[config.mk]
export PLATFORM = sky130hd
export DESIGN_NAME = sram_spi_arbiter_flat
export DESIGN_NICKNAME = d
export VERILOG_FILES = /design/src/rtl/sram_arb_pkg.sv /design/src/rtl/sram_spi_arbiter_if.sv /design/src/rtl/spi_shift_engine.sv /design/src/rtl/sram_spi_arbiter.sv /design/src/flat_wrapper.sv
export SDC_FILE = /design/constraint.sdc
export NUM_CORES = 1
export LEC_CHECK = 0
export ABC_AREA = 0
export ABC_CLOCK_PERIOD_IN_PS = 5800
export CELL_PAD_IN_SITES_DETAIL_PLACEMENT = 1
export CELL_PAD_IN_SITES_GLOBAL_PLACEMENT = 1
export CORE_MARGIN = 2
export CORE_UTILIZATION = 53
export CTS_CLUSTER_SIZE = 8
export DETAILED_ROUTE_END_ITERATION = 6
export DONT_BUFFER_PORTS = 1
export HOLD_SLACK_MARGIN = 0.12
export PLACE_DENSITY_LB_ADDON = 0.1
export SYNTH_ARGS = -nofsm -noshare
export SYNTH_HDL_FRONTEND = slang
export SYNTH_SLANG_ARGS = --single-unit
export TNS_END_PERCENT = 20
[constraint.sdc]
create_clock -name clk -period 5.8 [get_ports clk]
set_clock_uncertainty 0.1 [all_clocks]
set_input_delay 1.74 -clock clk [delete_from_list [all_inputs] [get_ports clk]]
set_output_delay 1.74 -clock clk [all_outputs]
set_load 0.02 [all_outputs]
[src/rtl/sram_arb_pkg.sv]
// Shared constants, types and helpers for the SPI SRAM arbiter.
// Data is little-endian in memory but shifted MSB-first, so bytes are swapped on both paths.
package sram_arb_pkg;

    localparam logic [7:0] OP_READ  = 8'h03;
    localparam logic [7:0] OP_WRITE = 8'h02;

    typedef enum logic [1:0] {
        SZ_BYTE = 2'd0,
        SZ_HALF = 2'd1,
        SZ_WORD = 2'd2
    } size_e;

    typedef enum logic [1:0] {
        IDLE = 2'd0,
        XFER = 2'd1,
        DONE = 2'd2,
        GAP  = 2'd3
    } arb_state_e;

    // Size code 3 is treated as a word.
    function automatic logic [2:0] nbytes(input logic [1:0] size);
        case (size)
            SZ_BYTE: nbytes = 3'd1;
            SZ_HALF: nbytes = 3'd2;
            default: nbytes = 3'd4;
        endcase
    endfunction

    function automatic logic [31:0] bswap32(input logic [31:0] w);
        return {w[7:0], w[15:8], w[23:16], w[31:24]};
    endfunction

    // The first received byte sits highest in the shift window; undo that and zero-extend.
    function automatic logic [31:0] unpack_rx(input logic [31:0] rx, input logic [1:0] size);
        case (size)
            SZ_BYTE: unpack_rx = {24'h0, rx[7:0]};
            SZ_HALF: unpack_rx = {16'h0, rx[7:0], rx[15:8]};
            default: unpack_rx = bswap32(rx);
        endcase
    endfunction

endpackage

[src/rtl/sram_spi_arbiter_if.sv]
// CPU-side request/ack bus of the SPI SRAM arbiter: port 0 is fetch (read-only), port 1 is data.
interface sram_spi_arbiter_if #(
    parameter int unsigned ADDR_BITS = 24
);
    logic                 req0;
    logic [ADDR_BITS-1:0] addr0;
    logic [1:0]           size0;
    logic [31:0]          rdata0;
    logic                 ack0;

    logic                 req1;
    logic                 we1;
    logic [ADDR_BITS-1:0] addr1;
    logic [1:0]           size1;
    logic [31:0]          wdata1;
    logic [31:0]          rdata1;
    logic                 ack1;

    modport master (
        output req0, addr0, size0,
        input  rdata0, ack0,
        output req1, we1, addr1, size1, wdata1,
        input  rdata1, ack1
    );

    modport slave (
        input  req0, addr0, size0,
        output rdata0, ack0,
        input  req1, we1, addr1, size1, wdata1,
        output rdata1, ack1
    );
endinterface

[src/rtl/spi_shift_engine.sv]
// SPI mode-0 bit engine: divides clk into sclk, shifts a left-aligned tx word MSB-first
// and collects the last 32 received bits.
module spi_shift_engine #(
    parameter int unsigned CLK_DIV = 2,
    parameter int unsigned TX_W    = 64,
    parameter int unsigned CNT_W   = $clog2(TX_W + 1)
) (
    input  logic             clk,
    input  logic             reset,
    input  logic             start,
    input  logic [CNT_W-1:0] nbits,
    input  logic [TX_W-1:0]  tx_word,
    output logic             busy,
    output logic             done,
    output logic [31:0]      rx_word,
    output logic             sclk,
    output logic             si,
    input  logic             so
);
    localparam int unsigned DIV_W = $clog2(CLK_DIV);
    localparam logic [DIV_W-1:0] RISE_AT = DIV_W'(CLK_DIV / 2 - 1);
    localparam logic [DIV_W-1:0] FALL_AT = DIV_W'(CLK_DIV - 1);

    logic             active_q;
    logic [DIV_W-1:0] div_q;
    logic [CNT_W-1:0] left_q;
    logic [TX_W-1:0]  tx_q;
    logic [31:0]      rx_q;
    logic             sclk_q;
    logic             si_q;
    logic             rise;
    logic             fall;

    assign rise    = active_q && (div_q == RISE_AT);
    assign fall    = active_q && (div_q == FALL_AT);
    // Combinational so the caller can react on the same edge that ends the last bit.
    assign done    = fall && (left_q == '0);
    assign busy    = active_q;
    assign rx_word = rx_q;
    assign sclk    = sclk_q;
    assign si      = si_q;

    always_ff @(posedge clk or negedge reset) begin
        if (!reset) begin
            active_q <= 1'b0;
            div_q    <= '0;
            left_q   <= '0;
            tx_q     <= '0;
            rx_q     <= '0;
            sclk_q   <= 1'b0;
            si_q     <= 1'b0;
        end else if (!active_q) begin
            if (start) begin
                active_q <= 1'b1;
                div_q    <= '0;
                left_q   <= nbits - 1'b1;
                si_q     <= tx_word[TX_W-1];
                tx_q     <= tx_word << 1;
            end
        end else begin
            div_q <= fall ? '0 : div_q + 1'b1;
            if (rise) begin
                sclk_q <= 1'b1;
                rx_q   <= {rx_q[30:0], so};
            end
            if (fall) begin
                sclk_q <= 1'b0;
                if (left_q == '0) begin
                    active_q <= 1'b0;
                    si_q     <= 1'b0;
                end else begin
                    si_q   <= tx_q[TX_W-1];
                    tx_q   <= tx_q << 1;
                    left_q <= left_q - 1'b1;
                end
            end
        end
    end

endmodule

[src/rtl/sram_spi_arbiter.sv]
// Round-robin arbiter sharing one serial SPI SRAM between instruction fetch (port 0)
// and data load/store (port 1); one READ/WRITE transaction per request.
module sram_spi_arbiter
    import sram_arb_pkg::*;
#(
    parameter int unsigned CLK_DIV   = 2,
    parameter int unsigned ADDR_BITS = 24,
    parameter int unsigned CE_GAP    = 2
) (
    input  logic               clk,
    input  logic               reset,
    sram_spi_arbiter_if.slave  bus,
    output logic               busy,
    output logic               sclk,
    output logic               sram_ce,
    output logic               si,
    input  logic               so
);
    localparam int unsigned TX_W  = 8 + ADDR_BITS + 32;
    localparam int unsigned CNT_W = $clog2(TX_W + 1);
    localparam int unsigned GAP_W = (CE_GAP > 1) ? $clog2(CE_GAP) : 1;

    localparam logic [1:0] S_IDLE = IDLE;
    localparam logic [1:0] S_XFER = XFER;
    localparam logic [1:0] S_DONE = DONE;
    localparam logic [1:0] S_GAP  = GAP;

    logic [1:0]       state_q, state_d;
    logic             last_grant_q;
    logic             port_q;
    logic [1:0]       size_q;
    logic             ce_q;
    logic             ack0_q, ack1_q;
    logic [31:0]      rdata0_q, rdata1_q;
    logic [GAP_W-1:0] gap_q;

    logic                 grant_valid;
    logic                 grant_port;
    logic [ADDR_BITS-1:0] g_addr;
    logic [1:0]           g_size;
    logic                 g_we;
    logic [TX_W-1:0]      tx_word;
    logic [CNT_W-1:0]     nbits;
    logic                 eng_start, eng_busy, eng_done;
    logic [31:0]          rx_word;

    always_comb begin
        grant_valid = (state_q == S_IDLE) && (bus.req0 || bus.req1);
        // Under contention the port that did not win last time goes first.
        if (bus.req0 && bus.req1) grant_port = ~last_grant_q;
        else                      grant_port = bus.req1;
        g_addr  = grant_port ? bus.addr1 : bus.addr0;
        g_size  = grant_port ? bus.size1 : bus.size0;
        g_we    = grant_port & bus.we1;
        tx_word = {g_we ? OP_WRITE : OP_READ, g_addr, g_we ? bswap32(bus.wdata1) : 32'h0};
        nbits   = CNT_W'(8 + ADDR_BITS) + CNT_W'({nbytes(g_size), 3'b000});
    end

    assign eng_start = grant_valid && !eng_busy;

    always_comb begin
        state_d = state_q;
        case (state_q)
            S_IDLE:  if (eng_start) state_d = S_XFER;
            S_XFER:  if (eng_done) state_d = S_DONE;
            S_DONE:  state_d = S_GAP;
            default: if (gap_q == GAP_W'(CE_GAP - 1)) state_d = S_IDLE;
        endcase
    end

    always_ff @(posedge clk or negedge reset) begin
        if (!reset) begin
            state_q      <= S_IDLE;
            last_grant_q <= 1'b1;
            port_q       <= 1'b0;
            size_q       <= 2'd0;
            ce_q         <= 1'b1;
            ack0_q       <= 1'b0;
            ack1_q       <= 1'b0;
            rdata0_q     <= '0;
            rdata1_q     <= '0;
            gap_q        <= '0;
        end else begin
            state_q <= state_d;
            ack0_q  <= 1'b0;
            ack1_q  <= 1'b0;
            gap_q   <= (state_q == S_GAP) ? gap_q + 1'b1 : '0;
            if (eng_start) begin
                port_q       <= grant_port;
                size_q       <= g_size;
                last_grant_q <= grant_port;
                ce_q         <= 1'b0;
            end
            if (state_q == S_XFER && eng_done) begin
                ce_q <= 1'b1;
                if (port_q) begin
                    ack1_q   <= 1'b1;
                    rdata1_q <= unpack_rx(rx_word, size_q);
                end else begin
                    ack0_q   <= 1'b1;
                    rdata0_q <= unpack_rx(rx_word, size_q);
                end
            end
        end
    end

    spi_shift_engine #(
        .CLK_DIV (CLK_DIV),
        .TX_W    (TX_W),
        .CNT_W   (CNT_W)
    ) u_engine (
        .clk     (clk),
        .reset   (reset),
        .start   (eng_start),
        .nbits   (nbits),
        .tx_word (tx_word),
        .busy    (eng_busy),
        .done    (eng_done),
        .rx_word (rx_word),
        .sclk    (sclk),
        .si      (si),
        .so      (so)
    );

    assign busy       = (state_q != S_IDLE);
    assign sram_ce    = ce_q;
    assign bus.ack0   = ack0_q;
    assign bus.ack1   = ack1_q;
    assign bus.rdata0 = rdata0_q;
    assign bus.rdata1 = rdata1_q;

endmodule

[src/flat_wrapper.sv]
// flat-port wrapper written by rule: the top's interface ports become plain ports
module sram_spi_arbiter_flat import sram_arb_pkg::*;
#(
    parameter int unsigned CLK_DIV   = 2,
    parameter int unsigned ADDR_BITS = 24,
    parameter int unsigned CE_GAP    = 2
)
  (clk, reset, busy, sclk, sram_ce, si, so, bus_req0, bus_addr0, bus_size0, bus_rdata0, bus_ack0, bus_req1, bus_we1, bus_addr1, bus_size1, bus_wdata1, bus_rdata1, bus_ack1);
  sram_spi_arbiter_if #(.ADDR_BITS(ADDR_BITS)) bus_i ();
  input  logic clk;
  input  logic reset;
  output logic busy;
  output logic sclk;
  output logic sram_ce;
  output logic si;
  input  logic so;
  input wire logic [$bits(bus_i.req0)-1:0] bus_req0;
  input wire logic [$bits(bus_i.addr0)-1:0] bus_addr0;
  input wire logic [$bits(bus_i.size0)-1:0] bus_size0;
  output wire logic [$bits(bus_i.rdata0)-1:0] bus_rdata0;
  output wire logic [$bits(bus_i.ack0)-1:0] bus_ack0;
  input wire logic [$bits(bus_i.req1)-1:0] bus_req1;
  input wire logic [$bits(bus_i.we1)-1:0] bus_we1;
  input wire logic [$bits(bus_i.addr1)-1:0] bus_addr1;
  input wire logic [$bits(bus_i.size1)-1:0] bus_size1;
  input wire logic [$bits(bus_i.wdata1)-1:0] bus_wdata1;
  output wire logic [$bits(bus_i.rdata1)-1:0] bus_rdata1;
  output wire logic [$bits(bus_i.ack1)-1:0] bus_ack1;
  assign bus_i.req0 = bus_req0;
  assign bus_i.addr0 = bus_addr0;
  assign bus_i.size0 = bus_size0;
  assign bus_rdata0 = bus_i.rdata0;
  assign bus_ack0 = bus_i.ack0;
  assign bus_i.req1 = bus_req1;
  assign bus_i.we1 = bus_we1;
  assign bus_i.addr1 = bus_addr1;
  assign bus_i.size1 = bus_size1;
  assign bus_i.wdata1 = bus_wdata1;
  assign bus_rdata1 = bus_i.rdata1;
  assign bus_ack1 = bus_i.ack1;
  sram_spi_arbiter #(.CLK_DIV(CLK_DIV), .ADDR_BITS(ADDR_BITS), .CE_GAP(CE_GAP)) u_core (.clk(clk), .reset(reset), .bus(bus_i), .busy(busy), .sclk(sclk), .sram_ce(sram_ce), .si(si), .so(so));
endmodule
---- Word level (Yosys, flattened, before mapping) ----
Index checks and enable logic that the tools add are counted.
word-level totals
  register bits after elaboration ......... 181
  word-level logic and storage cells ...... 98
  output and inout port bits .............. 70
  input port bits ......................... 90
cells by class
  reduce and logical (&&, ||, !) cells .... 25
  bitwise logic cells ..................... 4
  equal/unequal tests ..................... 9
  add/sub/neg operators ................... 5
  multiplexer cells ....................... 38
operator list
  cell                   number
  $mux W64               4
  $pmux W32 S2           1
  $mux W32               1
  $mux W7                4
  $mux W24               1
  $mux W1                21
  $sub A7 B1 Y7 const B  2
  $reduce_and A2 Y1      5
  $mux W2                4
  $reduce_bool A2 Y1     4
  $add A6 B6 Y7 const A  1
  $logic_and A1 B1 Y1    7
  $logic_not A7 Y1       1
  $eq A2 B1 Y1 const B   3
  $logic_not A2 Y1       3
  $ne A2 B1 Y1 const B   3
  $pmux W2 S3            1
  $pmux W3 S2            1
  $reduce_and A3 Y1      2
  $eq A2 B2 Y1 const B   2
  $reduce_bool A4 Y1     1
  $not A1 Y1             3
  $add A1 B1 Y1 const B  2
  $ne A2 B2 Y1 const B   1
  3 further kinds        3

---- Logic depth before layout (Yosys ltp) ----
  depth after elaboration ................. 9
  gate-level depth with buffers ........... 9
  mapped depth without buffers ............ 6

---- Hierarchy ----
Synthesis repeated with hierarchy kept, for this count alone.
second synthesis, totals
  cell total of the unflattened synthesis .. 804
  area, all modules ....................... 8,398.1 um^2
by module, submodules not included
  module            seq. area each (um^2)  area each (um^2)  cells each  times used
  spi_shift_engine  2,652.5                4,790.8           425         1
  sram_spi_arbiter  1,854.3                3,607.2           379         1

---- Worst setup path after synthesis ----
OpenSTA, ideal clock, no wires.
  path kind ............................... input to register
  from .................................... input bus_req1
  to ...................................... register u_core.u_engine.tx_q[53]
  arrival ................................. 2.966 ns
  data required time ...................... 5.575 ns
  slack ................................... 2.609 ns
  stages on the path ...................... 6
  library setup time ...................... 0.125 ns
  cells stage by stage .................... a21boi_1 buf_2 buf_2 mux2i_1 o21ai_0 mux2_2
between the ends
  longest elaborated chain between the ends .. 5
ends and longest elaborated chain
  what                                                              line                                            text
  start, declared                                                   flat_wrapper.sv:22                              input wire logic [$bits(bus_i.req1)-1:0] bus_req1;
  $logic_and A1 B1 Y1 / $logic_or A1 B1 Y1 (equally long branches)  sram_spi_arbiter.sv:50, sram_spi_arbiter.sv:48
  $mux W1 / $logic_and A1 B1 Y1 (equally long branches)             sram_spi_arbiter.sv:50, sram_spi_arbiter.sv:48
  $mux W24 / $logic_and A1 B1 Y1 (equally long branches)            sram_spi_arbiter.sv:52, sram_spi_arbiter.sv:59
  $mux W64 / $reduce_bool A2 Y1 (equally long branches)             n/a
  $mux W64 / $reduce_and A3 Y1 (equally long branches)              n/a
  end signal, assigned                                              spi_shift_engine.sv:58                          tx_q <= tx_word << 1;
  end signal, assigned                                              spi_shift_engine.sv:73                          tx_q <= tx_q << 1;
  end, declared                                                     spi_shift_engine.sv:27                          logic [TX_W-1:0] tx_q;
Parallel ways exist; a longest one is shown, timed or not. The select of a mux whose other input is x is not followed.
A chain may end at the register's enable or synchronous reset.

---- Worst setup path after layout ----
  from .................................... input bus_req1
  to ...................................... register u_core.u_engine.tx_q[39]
Same word-level chain as after synthesis.

==> results.cfg <==
[run_status]
status = finished, final reports clean

[timing]
finalSetupViolCount = 0
fin_setup_tns_ps = 0
layout_setup_ws_ps = 2058
rsz0062_at_grt = false
worstMarginPinSlew_ps = 1239
slew_headroom = 0.1740
drv_slew = 0
hold_viol_final = 0
finalCriticalPeriod_ps = 3742
fin_crit_sh = 0.6452
fmax_mhz = 267.2

[layout]
diodes = 0
fillers = 1628
syn2layout_area_growth_pct = 7.360
register_area_mm2 = 0.004508
final-instance-count-excl-fill = 953
drive_gt1_frac = 0.1346
utilization = 0.5779
multi_input_area_mm2 = 0.003299
fin_nets = 850

[clock_network]
cts_buffers = 17
cts_htree_levels = 4
cts_root_buf = clkbuf_16
path_clk_slew_ps = 60
cts_resized = 0
post-cts-setup-buffers = 0
hold_buffers = 0
clock_latency_ps = 430
clkSinkCount = 180
clock_path_buffers = 2
cts_tree = yes

[global_route]
grt_overflow_total = 0
grt_pass1_vias = 5856
grt_max_degree = 181
grt_util_all_layers = 0.2365
grt_first_pass_wirelength_mm = 30.26
antenna_found_initial = 0

[yosys]
ys_seq_elements = 180
syn-num-nets = 881
yosysSeqAreaShare = 0.5570
yosys_warnings = 0
synthCells = 785
synth_flop_cell = dfrtp_1
synth_edf_count = 0
async_flop_share = 1.000
avgSynthCellArea_um2 = 10.31
yosysUniqueCellTypes = 46
synth_area_mm2 = 0.008092

[setup_path]
cp_slowest_stage_delay_ps = 1030
cp-start-kind = primary input
critPathKind = in2reg
r2r_cells = 7
crit_fanout = 58
reg2reg_slack_ps = 2590
r2r_end = u_core.u_engine.tx_q[39]
critPathRequiredTime_ps = 6010
path_buf_inv = 1
worstPathArrival_ps = 3950
endpoint = u_core.u_engine.tx_q[39]
crit_path_cell_trace = o21ai_0 > nor2_2 > buf_4 > or2_2 > mux2_2
setup.worst_path.end_class = flip-flop
reg2reg_from = u_core.u_engine.left_q[0]
crit_family = simple AND/OR/NAND/NOR gates
startpoint = bus_req1
slowest_stage = or2_2
cp_num_cells = 5

[floorplanning]
dieArea_mm2 = 0.01627
io_pins = 160
start_util = 0.5382
die-height_um = 127.6
die_w_um = 127.6
rows = 45
core-area_mm2 = 0.01503

[power_and_ir_drop]
vdd.ir_drop.worst_mv = 0.2418
p_per_area_mw_per_mm2 = 278.7
leakagePower_nw = 4.253
p_total_mw = 2.421

[routing]
drt_iter0_drc = 273
vias = 5635
viasPerCell = 5.913
ant_nets = 0
drt-pass1-iter-count = 5
routed_wl_mm = 18.33
drc = 0
routedWlPerCell_um = 19.23

[placed_design]
dp.cells = 923
post-place-ws_ps = 1634
dp_hpwl_mm = 11.84
numPortBuffers = 0
gp_congestion = 0.7969

[run]
cap_violations = 0

[hold_path]
holdCritPathClass = reg2reg
## cells in the mapped netlist (all sizes together) (2+ instances only)
cell,number,area (um2)
nand3,4,20.02
nand4,2,12.51
and3,3,18.77
nor2,26,97.59
clkbuf,38,142.6
dfstp,2,52.55
a21oi,36,180.2
nand2b,4,25.02
dfrtp,178,4454
inv,9,33.78
or4,2,22.52
mux2i,35,350.3
o21ai,64,320.3
buf,19,136.4
or4b,2,23.77
nand2,186,698.2
nor3,35,175.2
ha,6,75.07
a22oi,31,232.7
a22o,6,52.55
mux2,57,656.9
a21o,20,150.1
or2,2,12.52
xnor2,2,17.52
## final cells by class
class                      instances  area share
clock buffer                      22     0.05228
clock inverter                     8     0.01195
inverter                           9    0.003889
multi-input combinational        539      0.3798
sequential                       180      0.5189
tap                              188     0.02708
timing repair buffer               7    0.006049
## state kept, by name, summed over array words and instances (netlist names), 2 cells and up
register,flops
u_core.u_engine.left_q,7
u_core.bus.rdata1,32
u_core.u_engine.rx_word,32
u_core.size_q,2
u_core.state_q,2
u_core.u_engine.tx_q,63
u_core.bus.rdata0,32
## where the power goes
group / internal [mW] / total (mW) / switching, mW
clock network: 0.642 / 1.11 / 0.472
registers: 1.26 / 1.28 / 0.0113
logic: 0.0146 / 0.0316 / 0.0169
## kinds of logic after synthesis
group | synth area share
AO/OA/AOI/OAI | 0.1263
XOR/XNOR | 0.002165
adder cells (fa/ha/maj) | 0.009278
buffers and inverters | 0.03866
flip-flops | 0.5570
multiplexers | 0.1245
AND/OR/NAND/NOR | 0.1421
## placed cells by master (no fill, tap or decap), types with 2 or more instances in the layout
| cell | instances |
|---|---|
| o21ai_0 | 62 |
| nand3_1 | 4 |
| or2_2 | 2 |
| clkinvlp_4 | 4 |
| a22oi_1 | 31 |
| bufinv_16 | 2 |
| mux2_4 | 4 |
| ha_1 | 6 |
| clkbuf_1 | 4 |
| a21oi_1 | 35 |
| mux2_2 | 53 |
| dfstp_2 | 2 |
| a22o_1 | 6 |
| nand2b_1 | 4 |
| nand2_1 | 186 |
| nand4_1 | 2 |
| nor2_2 | 2 |
| nor3_1 | 35 |
| mux2i_1 | 35 |
| and3_1 | 3 |
| or4_4 | 2 |
| clkbuf_16 | 17 |
| o21ai_1 | 2 |
| xnor2_1 | 2 |
| dfrtp_1 | 177 |
| a21o_1 | 20 |
| buf_4 | 7 |
| nor2_1 | 24 |
| inv_1 | 9 |
## metal layers
metal	up-vias	track usage	wire (um)
met1	2848	0.2872	7678
met5	-	0	0
met4	0	0.07046	195
met3	14	0.06407	934
met2	126	0.4137	9518
li1	2647	-	-
## metrics by stage
step	hold WS, ps	instance area (um2)
after floorplan	319.6	8092
after global placement	342.3	8129
after detailed placement	351.2	8129
after CTS	370.6	8687
after global routing	396.6	8687
final	369.4	8687
## how the worst min path moves through the flow
stage            startpoint           end  depth (start not counted)
3_5_place_dp   u_core.gap_q  u_core.gap_q                          1
3_3_place_gp   u_core.gap_q  u_core.gap_q                          1
6_report       u_core.gap_q  u_core.gap_q                          1
2_1_floorplan  u_core.gap_q  u_core.gap_q                          1
5_1_grt        u_core.gap_q  u_core.gap_q                          1
4_1_cts        u_core.gap_q  u_core.gap_q                          1
(Power assumes the default switching activity.)
